File: src/rtl/serial_add_sub_if.sv
`default_nettype none
// ============================================================================
// Module      : serial_add_sub_if
// Description : Handshake bundle for the bit-serial adder/subtractor.
//               Operand side: in_valid/in_ready with op_sub, a, b.
//               Result side : out_valid/out_ready with result, cout,
//                             overflow, zero.
//               master = producer of operands / consumer of results,
//               slave  = the serial_add_sub block.
// Revision    : 1.0 - initial release
// ============================================================================
interface serial_add_sub_if #(
  parameter int WIDTH = 8
);
  logic             in_valid;
  logic             in_ready;
  logic             op_sub;
  logic [WIDTH-1:0] a;
  logic [WIDTH-1:0] b;
  logic             out_valid;
  logic             out_ready;
  logic [WIDTH-1:0] result;
  logic             cout;
  logic             overflow;
  logic             zero;

  modport master (
    output in_valid, op_sub, a, b, out_ready,
    input  in_ready, out_valid, result, cout, overflow, zero
  );

  modport slave (
    input  in_valid, op_sub, a, b, out_ready,
    output in_ready, out_valid, result, cout, overflow, zero
  );
endinterface
`default_nettype wire

File: src/rtl/serial_add_sub.sv
`default_nettype none
// ============================================================================
// Module      : serial_add_sub
// Description : Bit-serial two's-complement adder/subtractor. One full-adder
//               cell plus a carry flop processes one bit per clock, LSB first.
//               Operation accepted at edge T finishes at edge T+WIDTH;
//               out_valid is high from then until the result is taken.
// Ports       : clk   - clock, rising edge
//               rst_n - asynchronous active-low reset
//               bus   - serial_add_sub_if.slave (operand and result
//                       valid/ready handshakes, result flags)
// Revision    : 1.0 - initial release
// ============================================================================
module serial_add_sub #(
  parameter int WIDTH = 8
) (
  input  wire logic       clk,
  input  wire logic       rst_n,
  serial_add_sub_if.slave bus
);

  localparam int                 CNT_W  = $clog2(WIDTH);
  localparam logic [CNT_W-1:0]   C_LAST = CNT_W'(WIDTH - 1);

  typedef enum logic [1:0] {
    IDLE = 2'd0,
    RUN  = 2'd1,
    DONE = 2'd2
  } state_t;

  state_t           r_state;
  state_t           w_state_next;

  logic [WIDTH-1:0] r_a;
  logic [WIDTH-1:0] r_b;
  logic             r_carry;
  logic [CNT_W-1:0] r_cnt;
  // Holds the first WIDTH-1 sum bits; the last bit is never stored here,
  // it goes straight into the result on the final edge.
  logic [WIDTH-2:0] r_sh;

  logic [WIDTH-1:0] r_result;
  logic             r_cout;
  logic             r_overflow;
  logic             r_zero;

  logic             w_sum;
  logic             w_carry_next;
  logic             w_last;
  logic             w_accept;
  logic [WIDTH-1:0] w_res;

  // Full-adder cell on the current LSBs.
  assign w_sum        = r_a[0] ^ r_b[0] ^ r_carry;
  assign w_carry_next = (r_a[0] & r_b[0]) | (r_a[0] & r_carry) | (r_b[0] & r_carry);
  assign w_last       = (r_cnt == C_LAST);
  assign w_accept     = (r_state == IDLE) && bus.in_valid;
  assign w_res        = {w_sum, r_sh};

  assign bus.in_ready  = (r_state == IDLE);
  assign bus.out_valid = (r_state == DONE);
  assign bus.result    = r_result;
  assign bus.cout      = r_cout;
  assign bus.overflow  = r_overflow;
  assign bus.zero      = r_zero;

  // --------------------------------------------------------------------------
  // State register
  // --------------------------------------------------------------------------
  always_ff @(posedge clk or negedge rst_n) begin
    if (!rst_n) begin
      r_state <= IDLE;
    end else begin
      r_state <= w_state_next;
    end
  end

  // --------------------------------------------------------------------------
  // Next-state logic
  // --------------------------------------------------------------------------
  always_comb begin
    w_state_next = r_state;
    case (r_state)
      IDLE: if (bus.in_valid)  w_state_next = RUN;
      RUN:  if (w_last)        w_state_next = DONE;
      DONE: if (bus.out_ready) w_state_next = IDLE;
      default:                 w_state_next = IDLE;
    endcase
  end

  // --------------------------------------------------------------------------
  // Datapath: operand shift registers, carry flop, result assembly
  // --------------------------------------------------------------------------
  always_ff @(posedge clk or negedge rst_n) begin
    if (!rst_n) begin
      r_a        <= '0;
      r_b        <= '0;
      r_carry    <= 1'b0;
      r_cnt      <= '0;
      r_sh       <= '0;
      r_result   <= '0;
      r_cout     <= 1'b0;
      r_overflow <= 1'b0;
      r_zero     <= 1'b0;
    end else if (w_accept) begin
      // Subtraction is a + ~b + 1: invert b here and seed the carry with 1.
      r_a     <= bus.a;
      r_b     <= bus.op_sub ? ~bus.b : bus.b;
      r_carry <= bus.op_sub;
      r_cnt   <= '0;
    end else if (r_state == RUN) begin
      r_a     <= r_a >> 1;
      r_b     <= r_b >> 1;
      r_carry <= w_carry_next;
      r_sh    <= w_res[WIDTH-1:1];
      r_cnt   <= r_cnt + 1'b1;
      if (w_last) begin
        // r_carry is the carry into the MSB cell at this point.
        r_result   <= w_res;
        r_cout     <= w_carry_next;
        r_overflow <= r_carry ^ w_carry_next;
        r_zero     <= (w_res == '0);
      end
    end
  end

endmodule
`default_nettype wire

File: src/flat_wrapper.sv
// flat-port wrapper written by rule: the top's interface ports become plain ports
module serial_add_sub_flat 
#(
  parameter int WIDTH = 8
)
  (clk, rst_n, bus_in_valid, bus_op_sub, bus_a, bus_b, bus_out_ready, bus_in_ready, bus_out_valid, bus_result, bus_cout, bus_overflow, bus_zero);
  serial_add_sub_if #(.WIDTH(WIDTH)) bus_i ();
  input  wire logic clk;
  input  wire logic rst_n;
  input wire logic [$bits(bus_i.in_valid)-1:0] bus_in_valid;
  input wire logic [$bits(bus_i.op_sub)-1:0] bus_op_sub;
  input wire logic [$bits(bus_i.a)-1:0] bus_a;
  input wire logic [$bits(bus_i.b)-1:0] bus_b;
  input wire logic [$bits(bus_i.out_ready)-1:0] bus_out_ready;
  output wire logic [$bits(bus_i.in_ready)-1:0] bus_in_ready;
  output wire logic [$bits(bus_i.out_valid)-1:0] bus_out_valid;
  output wire logic [$bits(bus_i.result)-1:0] bus_result;
  output wire logic [$bits(bus_i.cout)-1:0] bus_cout;
  output wire logic [$bits(bus_i.overflow)-1:0] bus_overflow;
  output wire logic [$bits(bus_i.zero)-1:0] bus_zero;
  assign bus_i.in_valid = bus_in_valid;
  assign bus_i.op_sub = bus_op_sub;
  assign bus_i.a = bus_a;
  assign bus_i.b = bus_b;
  assign bus_i.out_ready = bus_out_ready;
  assign bus_in_ready = bus_i.in_ready;
  assign bus_out_valid = bus_i.out_valid;
  assign bus_result = bus_i.result;
  assign bus_cout = bus_i.cout;
  assign bus_overflow = bus_i.overflow;
  assign bus_zero = bus_i.zero;
  serial_add_sub #(.WIDTH(WIDTH)) u_core (.clk(clk), .rst_n(rst_n), .bus(bus_i));
endmodule
File: config.mk
export PLATFORM = sky130hd
export DESIGN_NAME = serial_add_sub_flat
export DESIGN_NICKNAME = d
export VERILOG_FILES = /design/src/rtl/serial_add_sub_if.sv /design/src/rtl/serial_add_sub.sv /design/src/flat_wrapper.sv
export SDC_FILE = /design/constraint.sdc
export NUM_CORES = 1
export LEC_CHECK = 0
export BUFFER_PORTS_ARGS = -buffer_cell sky130_fd_sc_hd__buf_2
export CAP_MARGIN = 20
export CORE_MARGIN = 1
export CORE_UTILIZATION = 45
export CTS_CLUSTER_SIZE = 25
export DETAILED_ROUTE_END_ITERATION = 10
export MAX_ROUTING_LAYER = met4
export PLACE_DENSITY = 0.65
export SYNTH_ARGS = -nofsm -noshare
export SYNTH_HDL_FRONTEND = slang
export SYNTH_SLANG_ARGS = --single-unit
File: constraint.sdc
create_clock -name clk -period 1.9 [get_ports clk]
set_input_delay 0.57 -clock clk [delete_from_list [all_inputs] [get_ports clk]]
set_output_delay 0.57 -clock clk [all_outputs]
set_load 0.02 [all_outputs]
; ---- Word-level counts from Yosys, hierarchy flattened
; Index checks and enable logic that the tools add are counted.
[word_totals]
ramBits = 0
latchBits = 0
rom_bits = 0
ff_bits = 40
n_memories = 0
output_inout_bits = 13
word_cells = 47
input_bits = 21
[op_classes]
n_addsub = 1
multipliers = 0
bitwise_logic = 10
n_eq_ne = 6
reduce_logical = 7
shift = 0
n_lt_le_gt_ge = 0
div = 0
muxes = 13
[ops]
columns = cell, n
row1 = 2-to-1 mux 8 bit, 5
row2 = logical NOT 8 bit, 1
row3 = NOT 8 bit, 1
row4 = 2-to-1 mux 2 bit, 3
row5 = 2-to-1 mux 3 bit, 2
row6 = one-hot mux 2 bit (3 select lines), 1
row7 = AND reduction 3 bit, 2
row8 = "!= test 2 bit, second input constant", 2
row9 = "adder 3 x 1 -> 3 bit, second input constant", 1
row10 = AND 1 bit, 3
row11 = "== test 3 bit, second input constant", 1
row12 = bitwise XOR 1 bit, 3
row13 = "== test 2 x 1 -> 1 bit, second input constant", 1
row14 = "== test 2 bit, second input constant", 1
row15 = logical NOT 2 bit, 1
row16 = 2-to-1 mux 1 bit, 2
row17 = "!= test 2 x 1 -> 1 bit, second input constant", 1
row18 = bitwise OR 1 bit, 2
row19 = AND reduction 2 bit, 1
row20 = nonzero test 2 bit, 1
row21 = logical AND 1 bit, 1
row22 = NOT 1 bit, 1

; ---- Depth between registers and ports, before layout
; Gate-level depths: netlist of run 1.
[depth]
ltp_word = 5
ltp_mapped = 6
depth_no_buf = 5

; ---- Worst setup path after synthesis of run 1
; Ideal clock, no wire load.
[synth_timing]
path_type = reg2reg
startpoint = register u_core.r_cnt[0]
endpoint = register u_core.r_cout, in the netlist u_core.bus.cout
path_stages_with_launch = 6
setup_ns = 0.125
t_arrival_ns = 1.314
slack_ns = 0.461
n_path_buf = 1
period_less_slack_ns = 1.439
required_ns = 1.775
path_cell_list = dfrtp_1 -> ha_1 -> ha_1 -> nand3b_4 -> buf_6 -> mux2_4
[synth_via]
elab_chain_len = 2
[synth_rtl]
columns = element, line
row1 = "start, declared", serial_add_sub.sv:37  ; logic [CNT_W-1:0] r_cnt;
row2 = "start signal, assigned", serial_add_sub.sv:116  ; r_cnt <= r_cnt + 1'b1;
row3 = == test 3 bit, serial_add_sub.sv:56  ; assign w_last = (r_cnt == C_LAST);
row4 = AND reduction 3 bit (no source line), -
row5 = "end signal, assigned", serial_add_sub.sv:120  ; r_cout <= w_carry_next;
row6 = "end, declared", serial_add_sub.sv:43  ; logic r_cout;
; No other way between the ends.
; A chain may end at the register's enable or synchronous reset.

; ---- Final worst setup path of run 1
[layout_timing]
startpoint = register u_core.r_state[0]
endpoint = output bus_out_valid
[layout_via]
elab_chain_len = 1
[layout_rtl]
columns = element, line
row1 = "start, declared", serial_add_sub.sv:31  ; state_t r_state;
row2 = "start signal, assigned", serial_add_sub.sv:74  ; r_state <= w_state_next;
row3 = == test 2 bit, serial_add_sub.sv:61  ; assign bus.out_valid = (r_state == DONE);
row4 = "end, declared", flat_wrapper.sv:16  ; output wire logic [$bits(bus_i.out_valid)-1:0] bus_out_valid;
; No other way between the ends.

==> results of run 1 <==
[routing by layer]
layer / part of all wire [%] / vias up / GRT usage, %
li1: - / 623 / -
met1: 46 / 620 / 21.40
met2: 47 / 39 / 28.19
met3: 5.5 / 5 / 5.729
met4: 1.7 / 0 / 7.880
met5: 0 / - / -
[metrics by stage]
| step | utilization, % | instance area, um^2 | hold slack [ns] | instances |
|---|---|---|---|---|
| final | 55.31 | 2086 | 0.1716 | 250 |
| after global routing | 55.31 | 2086 | 0.1847 | 250 |
| after CTS | 55.31 | 2086 | 0.1772 | 250 |
| after detailed placement | 53.25 | 2008 | 0.4639 | 243 |
| after global placement | 53.25 | 2008 | 0.4582 | 243 |
| after floorplan | - | 1827 | 0.2744 | 167 |
[report_power, final]
| part | internal (mW) | switching (mW) | total (mW) |
|---|---|---|---|
| registers | 1.22 | 0.262 | 1.48 |
| logic | 0.559 | 0.718 | 1.28 |
| clock network | 0.249 | 0.273 | 0.522 |
[worst max-delay path: cells and delay by family, from the launching register on]
family | cells | cell delay [ns]
buffers and inverters | 2 | 0.20
DFF | 1 | 0.48
and+or+nand+nor | 1 | 0.28
[layout make-up]
| class | count | area [um^2] | area share, % |
|---|---|---|---|
| Clock buffer | 6 | 72.57 | 3.479 |
| Timing Repair Buffer | 37 | 195.2 | 9.358 |
| Sequential cell | 40 | 1001 | 47.99 |
| Tap cell | 48 | 60.06 | 2.879 |
| Clock inverter | 1 | 5.005 | 0.2400 |
| Multi-Input combinational cell | 117 | 748.2 | 35.87 |
| Inverter | 1 | 3.754 | 0.1800 |
[how the worst max path moves through the flow]
stage	start	to	slack, ns
after floorplan	u_core.r_cnt[0]$_DFFE_PN0P_	u_core.bus.cout$_DFFE_PN0P_	0.46
after global placement	u_core.r_state[0]$_DFFE_PN0P_	bus_out_valid	0.41
after detailed placement	u_core.r_state[0]$_DFFE_PN0P_	bus_out_valid	0.39
after CTS	u_core.r_state[0]$_DFFE_PN0P_	bus_out_valid	0.06
after global routing	u_core.r_state[0]$_DFFE_PN0P_	bus_out_valid	0.01
final	u_core.r_state[0]$_DFFE_PN0P_	bus_out_valid	0.08
[sequential cells by signal (all words and copies together) (netlist names)]
register and count:
u_core.bus.result 8, u_core.r_a 8, u_core.r_b 8, u_core.r_sh 7, u_core.r_cnt 3, u_core.r_state 2
u_core.bus.cout 1, u_core.bus.overflow 1, u_core.bus.zero 1, u_core.r_carry 1
[cell families (layout without fill, tap and decap cells)]
group / count (synthesis) / after routing / synth area share (%)
multiplexers: 16 / 16 / 10.41
AO/OA/AOI/OAI: 25 / 25 / 8.425
buffers and inverters: 10 / 45 / 4.246
XOR/XNOR: 9 / 9 / 4.315
AND/OR/NAND/NOR: 64 / 64 / 15.34
adder cells (fa/ha/maj): 3 / 3 / 2.466
flip-flops: 40 / 40 / 54.79
[cell usage in the layout (no fill, tap or decap), drive strengths merged]
cell    netlist  layout
inv           1       1
o21ai        15      15
ha            2       2
xnor2         1       1
clkinv        0       1
buf           8      37
and2b         1       1
mux2          9       9
nor2          1       1
mux2i         7       7
xor2          8       8
dfrtp        40      40
nand2b        1       1
nor4          2       2
fa            1       1
nand3b        1       1
clkbuf        1       6
or2b          1       1
nor3b         1       1
a22oi         8       8
o21bai        2       2
nand2        56      56
==> metrics.txt, run 1 <==
arrival time at the worst endpoint 1.25 ns; Crit Path Class flop to primary output; Post-Syn Area 1827 um^2; clock edge transition at the registers on the reported setup and hold paths approximately 0.070 ns; hold violation count in the final report 0; vias post-DR 1287; max-slew violations 0; Synth area leaders dfrtp_1 55%, nand2_1 12%, mux2_4 4.1%, mux2i_1 3.8%, xor2_1 3.8%; Final GP Congestion 0.7560; setup TNS 0 ns; worst-skew pair later-pin latency 0.29 ns; antenna diode count 0; Worst slew margin a little under three fifths; Synth top area share 54.79%; Setup Fix Bufs, Post-CTS 0; crit-path max cell delay 0.48 ns; Setup violations, final 0; Crit Path Max Fanout 7; outcome finished, final reports clean; Post-Synthesis Cells 167; IO Port Bufs 33; Via density 5.148; Core Rows 22; top-count cell post-synth nand2_1; CTS Sinks 40; Fill cells 345; worst path cell trace or2b_1 -> inv_1 -> buf_2; Die H between 60 and 70 um; Syn Area/Cell 10.94 um^2; slowest cell on the critical path dfrtp_1; post-cts hold buffer count 0; Total GRT Usage between 15 and 20%; DRT Pass-1 Iters 4; Pwr Total 3.282 mW; HP Class primary input to asynchronous set/reset pin; Residual DRC 0; Core ar. between 3000 and 4000 um^2; Tmin final 1.816 ns; #FFs+latches synth 40; max_cap viols 0; layout cells sized above 1 between 20% and 30%; Slew @ Worst Pin 0.6409 ns; reg2reg path depth 4; Top Ports 34; reg2reg end u_core.bus.zero$_DFFE_PN0P_; WP data required 1.33 ns; PnR worst setup slack 0.08420 ns; Die Area between 4000 and 5000 um^2; DRT antenna net count 0; first-pass GRT wire length 5595 um; Synth warnings 0; CP Launch Type flop; pin count of the biggest net entering global routing 30; Post-synth ARST share 100.0%; Most used DFF post-synth dfrtp_1; nets@finish 226; Place WS 0.3890 ns; Starting DRT DRC Count 79; Post-Synthesis Net Count 191; R2R setup slack 0.39 ns; CP endpoint kind primary output; Leak approximately 1.1 nW; PostCTS Resize Cnt 0; Peak VDD IR 0.0007433 V; number of CTS-inserted buffers 5; RR Startpoint u_core.r_carry$_DFFE_PN0P_; CTS root buffer clkbuf_8; RSZ-0062 raised after global routing false; CTS tree built; initial antenna violation count 0; cell taking the most area after synthesis dfrtp_1; clock buffer depth 2; final HPWL from detailed placement 2295 um; Max Freq 550.7 MHz; die width around 66 um; Worst Skew 0.007738 ns; Routed WL 3201 um; pwr dens 1574 nW/um^2; period utilization 95.57%; synthesis-to-finish area growth 14.18%; gr ovfl total 0; Post-synth EDFFs 0; Synth top cells by count 56 x nand2_1, 40 x dfrtp_1, 12 x o21ai_0; number of global-route vias before repair 1259; H-tree depth 2; initial core utilization 48.44%; Synth cell types 27; Seq/Total Area, Yosys between 50% and 60%; DR WL/cell about 13 um
Power figures use the tool's default switching activity.
==> run 2, diff against run 1 <==
--- a/config.mk
+++ b/config.mk
@@ -8,11 +8,11 @@
 export BUFFER_PORTS_ARGS = -buffer_cell sky130_fd_sc_hd__buf_2
 export CAP_MARGIN = 20
 export CORE_MARGIN = 1
-export CORE_UTILIZATION = 45
+export CORE_UTILIZATION = 29
 export CTS_CLUSTER_SIZE = 25
 export DETAILED_ROUTE_END_ITERATION = 10
 export MAX_ROUTING_LAYER = met4
-export PLACE_DENSITY = 0.65
+export PLACE_DENSITY = 0.45
 export SYNTH_ARGS = -nofsm -noshare
 export SYNTH_HDL_FRONTEND = slang
 export SYNTH_SLANG_ARGS = --single-unit
==> metrics.txt, run 2 (synthesis results as in run 1) <==
initial antenna violation count 0 (unchanged); number of global-route vias before repair 1143 (was 1259); Slew @ Worst Pin 0.5441 ns (was 0.6409 ns); Die H 81.37 um (was 65.72 um); WHS 0.3317 ns (was 0.1716 ns); period utilization 95.53% (was 95.57%); RR Startpoint u_core.r_cnt[0]$_DFFE_PN0P_ (was u_core.r_carry$_DFFE_PN0P_); first-pass GRT wire length 5602 um (was 5595 um); post-cts hold buffer count 0 (unchanged); gr ovfl total 0 (unchanged); setup TNS 0 ns (unchanged); Worst slew margin 63.73% (was 57.27%); layout cells sized above 1 27.59% (was 27.23%); Via density 4.342 (was 5.148); Total GRT Usage 12.04% (was 18.08%); Starting DRT DRC Count 78 (was 79); Top Ports 34 (unchanged); DRT Pass-1 Iters 4 (unchanged); DRT antenna net count 0 (unchanged); Core Rows 28 (was 22); arrival time at the worst endpoint 1.25 ns (about the same); H-tree depth 2 (unchanged); WP data required 1.33 ns (about the same); final HPWL from detailed placement 2260 um (was 2295 um); commonest cells after routing, fill and taps aside 56 x nand2_1, 40 x dfrtp_1, 33 x buf_2 (unchanged); initial core utilization 30.49% (was 48.44%); CTS Sinks 40 (unchanged); Finished Cell Area 2150 um^2 (was 2086 um^2); Final GP Congestion 0.6596 (was 0.7560); pwr dens 1607 nW/um^2 (was 1574 nW/um^2); Crit Path Class flop to primary output (unchanged); RSZ-0062 raised after global routing false (unchanged); outcome finished, final reports clean (unchanged); Routed WL 3299 um (was 3201 um); Die Area 6620 um^2 (was 4318 um^2); CP endpoint kind primary output (unchanged); Tmin final 1.815 ns (was 1.816 ns); Worst Skew 0.006366 ns (was 0.007738 ns); CP Launch Type flop (unchanged); Final Util 35.88% (was 55.31%); HP Class primary input to asynchronous set/reset pin (unchanged); synthesis-to-finish area growth 17.67% (was 14.18%); Placed Area 2042 um^2 (was 2008 um^2); most common cell after layout, fill and taps aside nand2_1 (unchanged); nets@finish 226 (unchanged); Crit Path Max Fanout 7 (unchanged); Critical path origin u_core.r_state[0]$_DFFE_PN0P_ (unchanged); Residual DRC 0 (unchanged); clock buffer depth 2 (unchanged); hold violation count in the final report 0 (unchanged); IO Port Bufs 33 (unchanged); max-slew violations 0 (unchanged); DR WL/cell 11.87 um (was 12.80 um); worst-skew pair later-pin latency 0.29 ns (about the same); vias post-DR 1207 (was 1287); die width 81.37 um (was 65.72 um); Max Freq 550.9 MHz (was 550.7 MHz); clock edge transition at the registers on the reported setup and hold paths 0.07 ns (about the same); CTS root buffer clkbuf_8 (unchanged); Peak VDD IR 0.0005502 V (was 0.0007433 V); CTS tree built (unchanged); Leak 1.109 nW (was 1.095 nW); Setup Fix Bufs, Post-CTS 0 (unchanged); Setup violations, final 0 (unchanged); PostCTS Resize Cnt 0 (unchanged); Core ar. 5991 um^2 (was 3771 um^2); max_cap viols 0 (unchanged); antenna diode count 0 (unchanged); pin count of the biggest net entering global routing 41 (was 30); number of CTS-inserted buffers 5 (unchanged)
## run 2: where the power goes
part / internal (mW) / switching (mW)
registers: 1.22 / 0.248
logic: 0.571 / 0.739
clock network: 0.390 / 0.287
total: 2.18 / 1.27
## run 2: final timing paths
kind                                                    endpoint  slack [ns]  cells past startpoint
worst max register to register  u_core.bus.result[2]$_DFFE_PN0P_        0.39                      4
max in group asynchronous              u_core.r_b[5]$_DFFE_PN0P_        1.22                      2
worst max-delay path                               bus_out_valid        0.08                      3
worst min register to register         u_core.r_a[4]$_DFFE_PN0P_        0.48                      2
worst min-delay path                  u_core.r_sh[6]$_DFFE_PN0P_        0.33                      2
min in group clk                   u_core.r_state[1]$_DFFE_PN0P_        0.48                      2
## run 2: final cells by class
cell class	instances	area, um^2
clock inverter	2	35.03
timing repair buffer	37	195.2
multi-input combinational	117	748.2
sequential	40	1001
tap	75	93.84
fill	615	3841
clock buffer	6	72.57
inverter	1	3.754
## run 2: metal layers
layer / GRT usage (%) / share of wire (%) / vias to the layer above
met1: 16.53 / 52 / 547
met5: - / 0 / -
met4: 5.357 / 1.8 / 0
met2: 15.92 / 41 / 32
met3: 3.820 / 4.9 / 6
li1: - / - / 622
## run 2: stage by stage
stage	std cells	worst slack (ns)	power [mW]
2_1_floorplan	167	0.4607	2.497
3_3_place_gp	270	0.3643	2.815
3_5_place_dp	270	0.3899	2.820
4_1_cts	278	0.06322	3.508
5_1_grt	278	0.009201	3.759
6_report	278	0.08489	3.455
## run 2: worst max-delay path, stage by stage (launching register included)
cell and delay (ns):
dfrtp_1 0.48, or2b_1 0.28, inv_1 0.05, buf_2 0.15
